### config.mk
export PLATFORM = sky130hd
export DESIGN_NAME = wb_write_arbiter
export DESIGN_NICKNAME = d
export VERILOG_FILES = /design/src/rtl/wb_write_arbiter.sv
export SDC_FILE = /design/constraint.sdc
export NUM_CORES = 1
export LEC_CHECK = 0
export ABC_AREA = 0
export BUFFER_PORTS_ARGS = -buffer_cell sky130_fd_sc_hd__buf_4
export CAP_MARGIN = 20
export CORE_MARGIN = 3
export CORE_UTILIZATION = 41
export DETAILED_ROUTE_END_ITERATION = 6
export SETUP_SLACK_MARGIN = 0.05
export SLEW_MARGIN = 20
export SYNTH_ARGS = -nofsm -noshare
export SYNTH_HDL_FRONTEND = slang
export SYNTH_SLANG_ARGS = --single-unit
### constraint.sdc
create_clock -name clk -period 2.7 [get_ports clk]
set_clock_uncertainty 0.15 [all_clocks]
set_input_delay 0.81 -clock clk [delete_from_list [all_inputs] [get_ports clk]]
set_output_delay 0.81 -clock clk [all_outputs]
set_load 0.01 [all_outputs]
### src/rtl/wb_write_arbiter.sv
// wb_write_arbiter
// Merges regfile writeback traffic from two producers (A: ALU/execute,
// B: load/long-latency) into one registered regfile write port. Each
// producer is buffered in its own FIFO; the FIFOs are served round-robin,
// one write per cycle. Writes to x0 are consumed without raising rf_we.
//
// Optional feature: define WBARB_PEND_EN to build per-register pending-write
// counters that drive pend_mask. Without it pend_mask is tied to zero.
module wb_write_arbiter #(
  parameter int DATA_WIDTH = 32,
  parameter int ADDR_WIDTH = 5,
  parameter int NUM_REGS   = 32,
  parameter int FIFO_DEPTH = 4
) (
  input  logic                  clk,
  input  logic                  rst,
  input  logic                  a_valid,
  output logic                  a_ready,
  input  logic [ADDR_WIDTH-1:0] a_rd,
  input  logic [DATA_WIDTH-1:0] a_data,
  input  logic                  b_valid,
  output logic                  b_ready,
  input  logic [ADDR_WIDTH-1:0] b_rd,
  input  logic [DATA_WIDTH-1:0] b_data,
  output logic                  rf_we,
  output logic [ADDR_WIDTH-1:0] rf_addr,
  output logic [DATA_WIDTH-1:0] rf_wdata,
  output logic [NUM_REGS-1:0]   pend_mask
);

  localparam int PTR_W  = $clog2(FIFO_DEPTH);
  localparam int CNT_W  = PTR_W + 1;
  localparam int PORT_A = 0;
  localparam int PORT_B = 1;
  localparam logic [CNT_W-1:0] FULL_CNT = CNT_W'(FIFO_DEPTH);

  typedef struct packed {
    logic [ADDR_WIDTH-1:0] rd;
    logic [DATA_WIDTH-1:0] data;
  } wb_entry_t;

  typedef enum logic {
    PRIO_A = 1'b0,
    PRIO_B = 1'b1
  } prio_e;

  // Per-port FIFO state; index 0 is port A, index 1 is port B.
  logic [1:0]       valid;
  logic [1:0]       push;
  logic [1:0]       pop;
  logic [1:0]       not_empty;
  logic [1:0]       ready_q;
  logic [1:0]       ready_d;
  wb_entry_t        in_ent  [2];
  wb_entry_t        head    [2];
  wb_entry_t        mem_q   [2][FIFO_DEPTH];
  logic [PTR_W-1:0] wptr_q  [2];
  logic [PTR_W-1:0] rptr_q  [2];
  logic [CNT_W-1:0] cnt_q   [2];
  logic [CNT_W-1:0] cnt_d   [2];

  prio_e                 prio_q;
  logic                  rf_we_q;
  logic [ADDR_WIDTH-1:0] rf_addr_q;
  logic [DATA_WIDTH-1:0] rf_wdata_q;

  assign valid          = {b_valid, a_valid};
  assign in_ent[PORT_A] = {a_rd, a_data};
  assign in_ent[PORT_B] = {b_rd, b_data};

  assign a_ready  = ready_q[PORT_A];
  assign b_ready  = ready_q[PORT_B];
  assign rf_we    = rf_we_q;
  assign rf_addr  = rf_addr_q;
  assign rf_wdata = rf_wdata_q;

  // FIFO status: occupancy, accepted pushes and the head entry of each port.
  // NOTE: every output of an always_comb is assigned on every path (here by
  // the loop covering all ports), so no latch is inferred.
  always_comb begin
    for (int p = 0; p < 2; p++) begin
      not_empty[p] = (cnt_q[p] != '0);
      push[p]      = valid[p] && ready_q[p];
      head[p]      = mem_q[p][rptr_q[p]];
    end
  end

  // Round-robin grant: the priority holder wins under contention, a lone
  // non-empty FIFO always wins.
  always_comb begin
    pop         = '0;
    pop[PORT_A] = not_empty[PORT_A] && (!not_empty[PORT_B] || prio_q == PRIO_A);
    pop[PORT_B] = not_empty[PORT_B] && (!not_empty[PORT_A] || prio_q == PRIO_B);
  end

  // Next occupancy and next ready; a full FIFO stays not-ready even while
  // it pops, so there is no pass-through path from pop to ready.
  always_comb begin
    for (int p = 0; p < 2; p++) begin
      cnt_d[p]   = cnt_q[p] + CNT_W'(push[p]) - CNT_W'(pop[p]);
      ready_d[p] = (cnt_d[p] != FULL_CNT);
    end
  end

  // FIFO pointers, occupancy and registered ready.
  // NOTE: state registers use non-blocking assignments so every flop samples
  // the pre-edge values regardless of statement order.
  always_ff @(posedge clk or posedge rst) begin
    if (rst) begin
      for (int p = 0; p < 2; p++) begin
        wptr_q[p] <= '0;
        rptr_q[p] <= '0;
        cnt_q[p]  <= '0;
      end
      ready_q <= 2'b11;
    end else begin
      for (int p = 0; p < 2; p++) begin
        if (push[p]) wptr_q[p] <= wptr_q[p] + PTR_W'(1);
        if (pop[p])  rptr_q[p] <= rptr_q[p] + PTR_W'(1);
        cnt_q[p] <= cnt_d[p];
      end
      ready_q <= ready_d;
    end
  end

  // FIFO storage writes at the tail.
  // NOTE: storage is not reset; entries are only visible once counted, so
  // stale contents after reset can never be issued.
  always_ff @(posedge clk) begin
    for (int p = 0; p < 2; p++) begin
      if (push[p]) mem_q[p][wptr_q[p]] <= in_ent[p];
    end
  end

  // Registered regfile write port and round-robin priority.
  always_ff @(posedge clk or posedge rst) begin
    if (rst) begin
      rf_we_q    <= 1'b0;
      rf_addr_q  <= '0;
      rf_wdata_q <= '0;
      prio_q     <= PRIO_A;
    end else if (pop[PORT_A]) begin
      rf_we_q    <= (head[PORT_A].rd != '0);
      rf_addr_q  <= head[PORT_A].rd;
      rf_wdata_q <= head[PORT_A].data;
      prio_q     <= PRIO_B;
    end else if (pop[PORT_B]) begin
      rf_we_q    <= (head[PORT_B].rd != '0);
      rf_addr_q  <= head[PORT_B].rd;
      rf_wdata_q <= head[PORT_B].data;
      prio_q     <= PRIO_A;
    end else begin
      rf_we_q    <= 1'b0;
    end
  end

`ifdef WBARB_PEND_EN
  // Each counter covers up to FIFO_DEPTH entries in each FIFO.
  localparam int PCNT_W = $clog2(2 * FIFO_DEPTH + 1);

  logic [PCNT_W-1:0]   pcnt_q [NUM_REGS];
  logic [PCNT_W-1:0]   pcnt_d [NUM_REGS];
  logic [NUM_REGS-1:0] pend_q;
  logic [NUM_REGS-1:0] pend_d;

  // Pending counts: +1 per accepted push to r, -1 per pop of r; x0 never pends.
  always_comb begin
    for (int r = 0; r < NUM_REGS; r++) begin
      pcnt_d[r] = '0;
      pend_d[r] = 1'b0;
      if (r != 0) begin
        pcnt_d[r] = pcnt_q[r]
                  + PCNT_W'(push[PORT_A] && (in_ent[PORT_A].rd == ADDR_WIDTH'(r)))
                  + PCNT_W'(push[PORT_B] && (in_ent[PORT_B].rd == ADDR_WIDTH'(r)))
                  - PCNT_W'(pop[PORT_A]  && (head[PORT_A].rd   == ADDR_WIDTH'(r)))
                  - PCNT_W'(pop[PORT_B]  && (head[PORT_B].rd   == ADDR_WIDTH'(r)));
        pend_d[r] = (pcnt_d[r] != '0);
      end
    end
  end

  // Pending counters and registered mask, updated on the push/pop edge.
  always_ff @(posedge clk or posedge rst) begin
    if (rst) begin
      for (int r = 0; r < NUM_REGS; r++) pcnt_q[r] <= '0;
      pend_q <= '0;
    end else begin
      for (int r = 0; r < NUM_REGS; r++) pcnt_q[r] <= pcnt_d[r];
      pend_q <= pend_d;
    end
  end

  assign pend_mask = pend_q;
`else
  assign pend_mask = '0;
`endif

  // Producers must hold rd/data steady while stalled.
  a_hold_chk: assert property (@(posedge clk) disable iff (rst)
    (a_valid && !a_ready) |=> (!a_valid || ($stable(a_rd) && $stable(a_data))));
  b_hold_chk: assert property (@(posedge clk) disable iff (rst)
    (b_valid && !b_ready) |=> (!b_valid || ($stable(b_rd) && $stable(b_data))));

endmodule

==> flow_summary_export.csv <==
group,metric,value,unit
status,status,"completed",
logic_synthesis,ys_warn_count,0,
cts,clock_sinks,351,
worst_setup_path,path_buf_inv,2,
global_routing,grtUsageMet2,0.258,
global_routing,track_usage,0.154,
routing,wl,26800,microns
timing,final_hold_viol_count,0,
worst_setup_path,slowest_stage,"or3_1",
floorplanning,die_w,188,microns
placement,place_inst,1225,
power,power.density,1120,nW/um^2
power,p_leak,5.89,nW
floorplanning,ios,150,
routing,vias_per_cell,5.02,
final_layout,fin_util,0.505,
timing,rsz0062_at_grt,"no",
logic_synthesis,synth_seq_area_share,0.756,
routing,drc,0,
worst_setup_path,cp_top_family,"adder cells",
logic_synthesis,synthXorXnorAreaFrac,0.00645,
worst_setup_path,reg2reg_from,"cnt_q[3]$_DFF_PP0_",
global_routing,gr-total-overflow,0,
timing,relSlewSlack,0.500,
cts,clockBufferDepth,3,
logic_synthesis,post_synth.cell_area_avg,20.0,sq um
routing,wl_per_cell,20.7,microns
global_routing,grt_pass1_wl,41500,microns
cts,post-cts-setup-buffer-count,0,
logic_synthesis,synth_edf_count,296,
cts,clock_latency,0.52,ns
worst_setup_path,reg2regPathDepth,10,
routing,vias,6479,
routing,drtAntennaViolNets,0,
final_layout,antennaDiodeCount,0,
worst_setup_path,worstPathCellList,"or3_1, o21ai_4, inv_1, ha_1, inv_1, ha_1, fa_1, xor2_1, xnor2_1, nand2_1",
logic_synthesis,synthMuxAreaShare,0.148,
global_routing,met3_usage,0.0301,
routing,firstDrtPassIters,5,
timing,tightestPinTransition,0.750,ns
timing,tns,0,ns
worst_setup_path,cp.required,2.98,ns
worst_setup_path,critPathKind,"flip-flop to flip-flop",
hold_path,min_path_type,"primary input to async pin",
timing,setup_viol,0,
worst_setup_path,timing.critical_path.depth,10,
timing,fin_ws,0.216,ns
logic_synthesis,syn_area,13600,sq um
placement,routabilityCongestion,0.748,
cts,cts-root-buf,"clkbuf_16",
final_layout,fin_area,16200,sq um
logic_synthesis,synth_compound_area_frac,0.0188,
final_layout,final_cell_mix,"296 x edfxtp_1, 131 x buf_4, 69 x mux4_2, 49 x dfrtp_1, 39 x nor2_1",
timing,fin_crit_sh,0.920,
power,ir_drop,0.606,mV
floorplanning,coreArea,32100,sq um
cts,clkSlewWorstSetupHoldPaths,0.06,ns
final_layout,area_delta_synth_final,19.6,%
floorplanning,die-height,188,microns
global_routing,grt_pass1_vias,6872,
logic_synthesis,synth-simple-area-share,0.0226,
placement,dpl_cell_area,15100,sq um
floorplanning,row_count,65,
global_routing,grt.busiest_layer,"met2",
cts,cts_tree,"built",
worst_setup_path,end_kind,"flip-flop",
global_routing,antenna_found_initial,0,
logic_synthesis,synth-adder-area-share,0.0140,
logic_synthesis,async_flop_share,0.157,
run,maxCapViolCount,0,
routing,drt-initial-drc-count,394,
logic_synthesis,synth_ff_type,"edfxtp_1",
final_layout,final_common_cell,"edfxtp_1",
power,power.total,18.2,mW
final_layout,layout.nets,920,
placement,place_ws,0.198,ns
cts,hold_buffers,0,
timing,final_max_slew_viol_count,0,
global_routing,grt_max_degree,38,
worst_setup_path,worstSetupStartpointType,"flip-flop",
timing,max_freq,403,MHz
final_layout,fin_cells,1291,
worst_setup_path,timing.rr.end,"ready_q[0]$_DFF_PP1_",
worst_setup_path,reg2reg_setup_slack,0.22,ns
cts,cts_max_level,2,
floorplanning,die_area,35300,sq um
cts,ctsResizeCount,0,
timing,period_minus_slack,2.48,ns
floorplanning,start_util,0.423,
logic_synthesis,ys_ff_latch,351,
placement,portBuffers,117,
placement,dp_hpwl,16300,microns
cts,numCtsBuffers,36,
global_routing,use_met1,0.209,
worst_setup_path,worstPathMaxFanout,3,
worst_setup_path,slowest_delay,0.46,ns
worst_setup_path,cp.arrival,2.76,ns
logic_synthesis,synth_top_family_by_area,"multiplexers",
timing,worst_hold_slack,0.181,ns
logic_synthesis,synthCells,678,
final_layout,drive_gt1_frac,0.331,
logic_synthesis,ys_types,29,
[power by group]
group          total (mW)  internal (mW)  switching, mW
clock                4.87           2.89           1.98
combinational        5.56           2.72           2.85
sequential           7.80           7.28          0.523
total                18.2           12.9           5.35
[cell families (layout without fill, tap and decap cells)]
family / count (synthesis) / count (layout)
flops: 351 / 351
buf+inv: 78 / 225
compound gates: 49 / 49
fa+ha+maj: 14 / 14
other cells: 1 / 32
xor+xnor: 10 / 10
mux: 106 / 106
simple gates: 69 / 69
[worst max-delay path by stage]
stage,slack [ns],from,endpoint
floorplan,0.05,cnt_q[3]$_DFF_PP0_,ready_q[0]$_DFF_PP1_
global placement,0.24,cnt_q[5]$_DFF_PP0_,ready_q[0]$_DFF_PP1_
detailed placement,0.20,cnt_q[3]$_DFF_PP0_,ready_q[0]$_DFF_PP1_
CTS,0.20,cnt_q[3]$_DFF_PP0_,ready_q[0]$_DFF_PP1_
global route,0.09,cnt_q[3]$_DFF_PP0_,ready_q[0]$_DFF_PP1_
finish,0.22,cnt_q[3]$_DFF_PP0_,ready_q[0]$_DFF_PP1_
[area by class of cell]
class	instances	area, sq um
tap	435	544
fill	2634	15900
multi-input combinational	280	2990
clock buffer	50	1030
sequential	351	10300
inverter	18	67.6
clock inverter	16	144
timing repair buffer	141	1180
[Yosys cell counts (all sizes together) (6+ instances only)]
library cell / instances / area (sq um)
nand2: 11 / 41.3
xnor2: 7 / 61.3
inv: 18 / 67.6
o21ai: 6 / 33.8
and3: 8 / 50.1
a21oi: 38 / 190
ha: 12 / 150
dfrtp: 53 / 1330
clkbuf: 14 / 52.6
nor2: 39 / 146
edfxtp: 296 / 8890
mux4: 74 / 1690
mux2i: 32 / 320
buf: 46 / 337
[sequential cells by signal, indices dropped and copies added (netlist names)]
signal	count
rf_wdata	32
wptr_q	4
ready_q	2
prio_q	1
cnt_q	6
mem_q	296
rf_addr	5
rf_we	1
rptr_q	4
[routing by layer]
layer / part of all wire / wire length, microns
met1: 0.43 / 11600
met2: 0.50 / 13300
met3: 0.052 / 1390
met4: 0.016 / 439
met5: 0 / 0
[worst reg2reg max path: cells and delay by family, from the launching register on]
| family | cells | cell delay, ns |
|---|---|---|
| AO/OA/AOI/OAI | 1 | 0.09 |
| XOR/XNOR | 2 | 0.33 |
| adder cells (fa/ha/maj) | 3 | 0.83 |
| buffers and inverters | 2 | 0.11 |
| flip-flops | 1 | 0.39 |
| AND/OR/NAND/NOR | 2 | 0.53 |
No activity file was read; power rests on OpenSTA's default activity.
